===== config.mk =====
export PLATFORM = sky130hd
export DESIGN_NAME = instruction_cache
export DESIGN_NICKNAME = d
export VERILOG_FILES = /design/src/rtl/instruction_cache.sv
export SDC_FILE = /design/constraint.sdc
export NUM_CORES = 1
export LEC_CHECK = 0
export CORE_MARGIN = 2
export CORE_UTILIZATION = 55
export CTS_CLUSTER_SIZE = 12
export DETAILED_ROUTE_END_ITERATION = 16
export DONT_BUFFER_PORTS = 1
export PLACE_DENSITY = 0.7
export SYNTH_ARGS = -nofsm -noshare
export SYNTH_HDL_FRONTEND = slang
export SYNTH_SLANG_ARGS = --single-unit

===== constraint.sdc =====
create_clock -name clock -period 7.3 [get_ports clock]
set_clock_uncertainty 0.05 [all_clocks]
set_input_delay 1.46 -clock clock [delete_from_list [all_inputs] [get_ports clock]]
set_output_delay 1.46 -clock clock [all_outputs]
set_load 0.005 [all_outputs]

===== src/rtl/instruction_cache.sv =====
// Direct-mapped, read-only instruction cache: combinational hit path and a
// three-state miss FSM that fetches a whole 16-byte block from instruction memory.
module instruction_cache #(
    parameter int N_BLOCKS = 8,
    parameter int INDEX_W  = 3,
    parameter int TAG_W    = 10 - 4 - INDEX_W
) (
    input  logic         clock,
    input  logic         reset,
    input  logic [9:0]   address,
    output logic [31:0]  instruction,
    output logic         busywait,
    output logic         mem_read,
    output logic [5:0]   mem_address,
    input  logic [127:0] mem_readdata,
    input  logic         mem_busywait,
    output logic [1:0]   dbg_state
);

    typedef enum logic [1:0] {
        IDLE     = 2'd0,
        MEM_READ = 2'd1,
        UPDATE   = 2'd2
    } state_t;

    state_t              state_q, state_d;
    logic                first_q, first_d;
    logic [N_BLOCKS-1:0] valid_q, valid_d;
    logic [TAG_W-1:0]    tag_q  [N_BLOCKS];
    logic [127:0]        data_q [N_BLOCKS];

    logic [INDEX_W-1:0]  idx;
    logic [TAG_W-1:0]    addr_tag;
    logic [127:0]        line;
    logic                hit;
    logic                fill_en;
    logic                unused_bits;

    assign idx         = address[INDEX_W+3:4];
    assign addr_tag    = address[9:INDEX_W+4];
    assign line        = data_q[idx];
    assign hit         = valid_q[idx] && (tag_q[idx] == addr_tag);
    assign instruction = line[32*address[3:2] +: 32];
    assign mem_address = address[9:4];
    assign dbg_state   = state_q;
    assign unused_bits = ^address[1:0];

    // Memory only raises mem_busywait after it has seen mem_read, so the first
    // MEM_READ cycle never accepts data (first_q masks the stale low level).
    always_comb begin
        state_d  = state_q;
        first_d  = first_q;
        valid_d  = valid_q;
        fill_en  = 1'b0;
        mem_read = 1'b0;
        busywait = 1'b1;
        case (state_q)
            IDLE: begin
                busywait = !hit;
                if (!hit) begin
                    state_d = MEM_READ;
                    first_d = 1'b1;
                end
            end
            MEM_READ: begin
                mem_read = 1'b1;
                first_d  = 1'b0;
                if (!first_q && !mem_busywait) begin
                    state_d      = UPDATE;
                    fill_en      = 1'b1;
                    valid_d[idx] = 1'b1;
                end
            end
            UPDATE: begin
                state_d = IDLE;
            end
            default: begin
                state_d = IDLE;
            end
        endcase
        if (reset) begin
            busywait = 1'b0;
            mem_read = 1'b0;
        end
    end

    always_ff @(posedge clock or posedge reset) begin
        if (reset) begin
            state_q <= IDLE;
            first_q <= 1'b0;
            valid_q <= '0;
        end else begin
            state_q <= state_d;
            first_q <= first_d;
            valid_q <= valid_d;
        end
    end

    // Tag and data arrays carry no reset; valid_q alone qualifies them.
    always_ff @(posedge clock) begin
        if (fill_en) begin
            tag_q[idx]  <= addr_tag;
            data_q[idx] <= mem_readdata;
        end
    end

endmodule


==> Word-level counts from Yosys, hierarchy flattened <==
Memories as Yosys holds them, arrays and structs flattened.
Cells that the tools add are included.
{ "op_classes": {"n_reduce_logical": 11, "bitwise_logic": 1, "muxes": 17, "shift": 1, "n_eq_ne": 4, "n_lt_le_gt_ge": 2} }
{ "ops": {"columns": ["cell", "n"], "rows": [
  ["$shiftx 128x8->32", 1],
  ["$mux 1", 11],
  ["$or 8x8->8", 1],
  ["$reduce_and 2->1", 3],
  ["$lt 3x4->1 const B", 1],
  ["$mux 2", 2],
  ["$ne 2x2->1 const B", 2],
  ["$pmux 2 s2", 1],
  ["$bmux 1 s3", 1],
  ["$demux 1 s3", 1],
  ["$eq 3x3->1", 1],
  ["$ge 3x1->1 const B", 1],
  ["$logic_and 1x1->1", 3],
  ["$logic_not 1->1", 3],
  ["$eq 2x1->1 const B", 1],
  ["$logic_not 2->1", 1],
  ["$pmux 1 s2", 1],
  ["$reduce_bool 2->1", 1]
]} }
{ "word_totals": {"inputBits": 141, "register_bits": 11, "ram_bits": 1048, "elab_cells": 41, "output_inout_bits": 42, "mem_count": 2} }
{ "memory_table": {"columns": ["name", "words", "width", "read_ports", "rd_ports_with_merged_regs", "wr", "line_no", "text"], "rows": [
  ["data_q", 8, 128, 1, 0, 1, "30", "logic [127:0] data_q [N_BLOCKS];"],
  ["tag_q", 8, 3, 1, 0, 1, "29", "logic [TAG_W-1:0] tag_q [N_BLOCKS];"]
]} }

==> Depth between registers and ports, before layout <==
{ "depth": {"ltp_word": 6, "depth_mapped": 9, "depth_no_buf": 5} }

==> Worst setup path before layout <==
No wires, ideal clock.
{ "synth_timing": {"kind": "in2reg", "start": "input address[4]", "end": "register valid_q[2]", "setup_slack_ns": -1.242, "n_path_buf": 3, "setup_time_ns": 0.100, "arrival_time_ns": 8.392, "t_required_ns": 7.150, "stages": 7, "cell_sequence": "buf_4 inv_1 buf_2 buf_1 nand2_1 nor2_1 or2_2"} }
{ "synth_between": {"elab_chain_len": 5, "elab_cells_between_ends": 6, "cone_classes": "order compare (2); mux (2); bitwise (1); reduce/logical (1)"} }
{ "synth_lines": {"columns": ["item", "line_no", "text"], "rows": [
  ["from (decl)", "10", "input logic [9:0] address,"],
  ["$lt 3x4->1 (not written as such) / $ge 3x1->1 (equally long branches)", "71", "valid_d[idx] = 1'b1;"],
  ["$logic_and 1x1->1 (not written as such)", "71", null],
  ["$mux 1 (not written as such)", "71", null],
  ["$demux 1 s3 *", "71", null],
  ["$or 8x8->8 (no source line) *", null, null],
  ["to (signal assigned)", "95", "valid_q <= valid_d;"],
  ["to (decl)", "28", "logic [N_BLOCKS-1:0] valid_q, valid_d;"]
]} }
Mark *: on every way between the ends. The rest lies on a longest branch, timed or not.
A chain may end at the register's enable or synchronous reset.

==> Worst setup path in the final report <==
{ "layout_timing": {"start": "input address[4]", "end": "output instruction[31]"} }
{ "layout_between": {"elab_chain_len": 2} }
{ "layout_lines": {"columns": ["item", "line_no", "text"], "rows": [
  ["$mem_v2 8x128", null, null],
  ["$shiftx 128x8->32", "43", "assign instruction = line[32*address[3:2] +: 32];"],
  ["to (decl)", "11", "output logic [31:0] instruction,"]
]} }
No other way between the ends.

==> key figures <==
STA
  – Final setup fails: 0
  – Worst-Margin Slew: 1.193 ns
  – Max_slew headroom: 20.47%
  – Tcrit/Tclk final: 76.12%
  – Final slew viol count: 0
  – RSZ-0062 raised after global routing: no
  – Max frequency: 0.1800 GHz
  – Post-route setup TNS: 0 ns
  – Final min period: 5.557 ns
  – Final hold violations: 0

Finish
  – Commonest non-fill, non-tap cell in the layout: edfxtp_1
  – Final core occ: 60.50%
  – Filler instances: 5245
  – Commonest cells after routing, fill and taps aside: 1048 x edfxtp_1, 120 x mux2_2, 117 x a221oi_1
  – Share of cells above drive strength 1: 16.86%
  – Area growth syn-to-layout: 9.119%
  – Final nets: 2349

Worst hold path
  – Hold path start: valid_q[5]
  – Hold Path Cell Cnt: 1
  – Hold Path Class: flip-flop to flip-flop
  – Hold Path Sink: valid_q[5]

Clock tree
  – CTS max path bufs: 3
  – Cts hold-fix bufs: 0
  – Worst skew pair latency: 0.66 ns
  – Cts bufs inserted: 105
  – CTS HTree Levels: 3
  – CTS sink cnt: 1059
  – Post-CTS setup buffers: 0
  – CTS resizes: 0
  – Clock Pin Slew Worst Setup and Hold Paths: 0.05 ns
  – CTS tree: yes
  – Root Driver: clkbuf_16

Drt
  – 1st-pass router iterations: 5
  – Vias per std cell: 6.734
  – Routed len/inst: 32.04 microns
  – Drt total wl: 103.9 mm
  – DR vias: 21820
  – Remaining antenna violation count: 0
  – DRC: 0
  – Initial DRC Count: 2404

Run status
  – Outcome: finished, final reports clean

Critical path
  – Critical path's slowest cell: nor2_2
  – CP top delay family: compound AO/OA/AOI/OAI gates
  – FF-to-FF End: data_q[3][30]
  – CP Data Required Time: 5.79 ns
  – CP startpoint kind: input port
  – Worst EP arrival: 4.05 ns
  – FF-to-FF Start: dbg_state[0]
  – Buf+Inv Stages, Crit Path: 1
  – R2R cell count: 5
  – Max FO, Critical Path: 249
  – Kind of critical path: input port to primary output
  – Slowest stage delay, CP: 0.99 ns
  – Reg2Reg Setup Slack: 4.12 ns
  – Crit path cell chain: nor2_2 > buf_4 > a22oi_1 > o21ai_0 > a21oi_1 > o31ai_1
  – Worst Setup End Kind: primary output

Placement
  – RD Place Congestion: 0.7632
  – Hpwl dp: 54.36 mm
  – Port Buffers: 0

Job
  – Max_cap viols: 0

GRT
  – Vias in the first global route: 21880
  – Antenna violations before repair: 2
  – Pin count of the biggest net entering global routing: 259
  – Remaining Overflow, GRT: 0
  – Total track usage: 26.68%
  – First-pass GRT wire length: 149.2 mm

Logic synthesis
  – Distinct cells, synth: 57
  – Mapped cell area: 41200 sq um
  – Mean Syn Cell Area: 18.59 sq um
  – Number of flops mapped to enable cells by yosys: 1048
  – Syn Inst Count: 2216
  – Post-synth ARST share: 1.039%
  – Yosys warning total: 0
  – Syn nets: 2357
  – Seq/Total Area, Yosys: 77.04%
  – Most used DFF post-synth: edfxtp_1
  – Flops & latches, synth: 1059

Power and ir drop
  – Leakage Power: 14.16 nW
  – Power Density: 280.1 nW/um^2
  – Peak supply drop: 196.5 uV

Die
  – CORE AREA: 74320 sq um
  – Initial core utilization: 55.44%
  – Die Footprint: 77120 sq um
  – Number of top-level pins: 183
  – Die Y: 277.7 microns
  – FP Rows: 100
  – Die X: 277.7 microns
cells by family (layout without fill, tap and decap cells):
logic type / count (synthesis) / in the layout / share of synthesized area (%)
other: 0 / 1 / 0
xor gates and xnor gates: 1 / 1 / 0.02126
AOI/OAI and AO/OA: 512 / 512 / 9.337
muxes: 294 / 294 / 9.070
and+or+nand+nor: 180 / 180 / 1.962
buffers and inverters: 170 / 225 / 2.566
DFF: 1059 / 1059 / 77.04
flip-flops by register name, indices dropped and copies added, names as in the netlist:
register and flops:
data_q 1024, dbg_state 2, first_q 1, tag_q 24
valid_q 8
Yosys cell counts (all sizes together), types with 5 or more instances:
cell / instances / area [sq um]
nor2b: 6 / 40.04
a221oi: 119 / 1055
a31oi: 11 / 68.82
clkbuf: 43 / 161.4
nand3: 13 / 65.06
dfrtp: 11 / 275.3
o211ai: 9 / 67.56
o31ai: 16 / 120.1
o22ai: 12 / 75.07
o21ai: 71 / 355.3
inv: 5 / 18.76
buf: 122 / 877.1
a21oi: 60 / 300.3
a32o: 5 / 50.05
a22oi: 93 / 708.2
mux4: 45 / 1013
edfxtp: 1048 / 31470
nand2: 73 / 274.0
a22o: 22 / 192.7
mux2i: 103 / 1031
and2: 5 / 31.28
mux2: 146 / 1693
or2: 10 / 62.56
o221ai: 55 / 481.7
o2bb2ai: 7 / 61.31
a221o: 18 / 180.2
nor2: 56 / 220.2
where the power goes:
| group | internal [mW] | switching [mW] | leakage (nW) |
|---|---|---|---|
| clock | 2.75 | 2.13 | 1.45 |
| combinational | 0.257 | 0.453 | 3.13 |
| sequential | 6.94 | 0.0605 | 9.57 |
| total | 9.95 | 2.64 | 14.2 |
routing by layer:
| metal | global-route usage [%] | up-vias | part of all wire (%) |
|---|---|---|---|
| li1 | - | 9160 | - |
| met1 | 35.16 | 11370 | 38 |
| met2 | 43.85 | 1145 | 49 |
| met3 | 7.378 | 149 | 11 |
| met4 | 7.554 | 0 | 2.3 |
| met5 | 0 | - | 0 |
cell type report:
cell class	count	area, sq um	area share, %
diodes	1	2.502	0.005566
clock inverters	21	161.4	0.3590
inverters	5	18.77	0.04174
flip-flops and latches	1059	31750	70.61
well taps	969	1212	2.697
multi-input cells	987	8477	18.85
repair buffers	50	488.0	1.085
clock buffers	149	2856	6.353
worst max path at each step:
stage	startpoint	to	slack [ns]	depth (start not counted)
after floorplan	address[4]	valid_q[2]	-1.24	7
after global placement	address[6]	instruction[30]	1.94	6
after detailed placement	address[6]	instruction[30]	1.90	6
after CTS	address[6]	instruction[30]	1.89	6
after global routing	address[6]	instruction[23]	1.72	6
final	address[4]	instruction[31]	1.74	6
metrics by stage:
step	hold slack [ns]	setup slack (ns)	power, mW	cell area, sq um	std cells
after CTS	0.4183	1.888	12.64	44960	3240
after detailed placement	0.4044	1.897	7.837	41940	3070
final	0.4167	1.743	12.59	44960	3241
after global routing	0.4316	1.721	12.92	44960	3240
after global placement	0.3974	1.939	7.811	41940	3070
after floorplan	0.3837	-1.242	7.684	41210	2216
(Power assumes the default switching activity.)
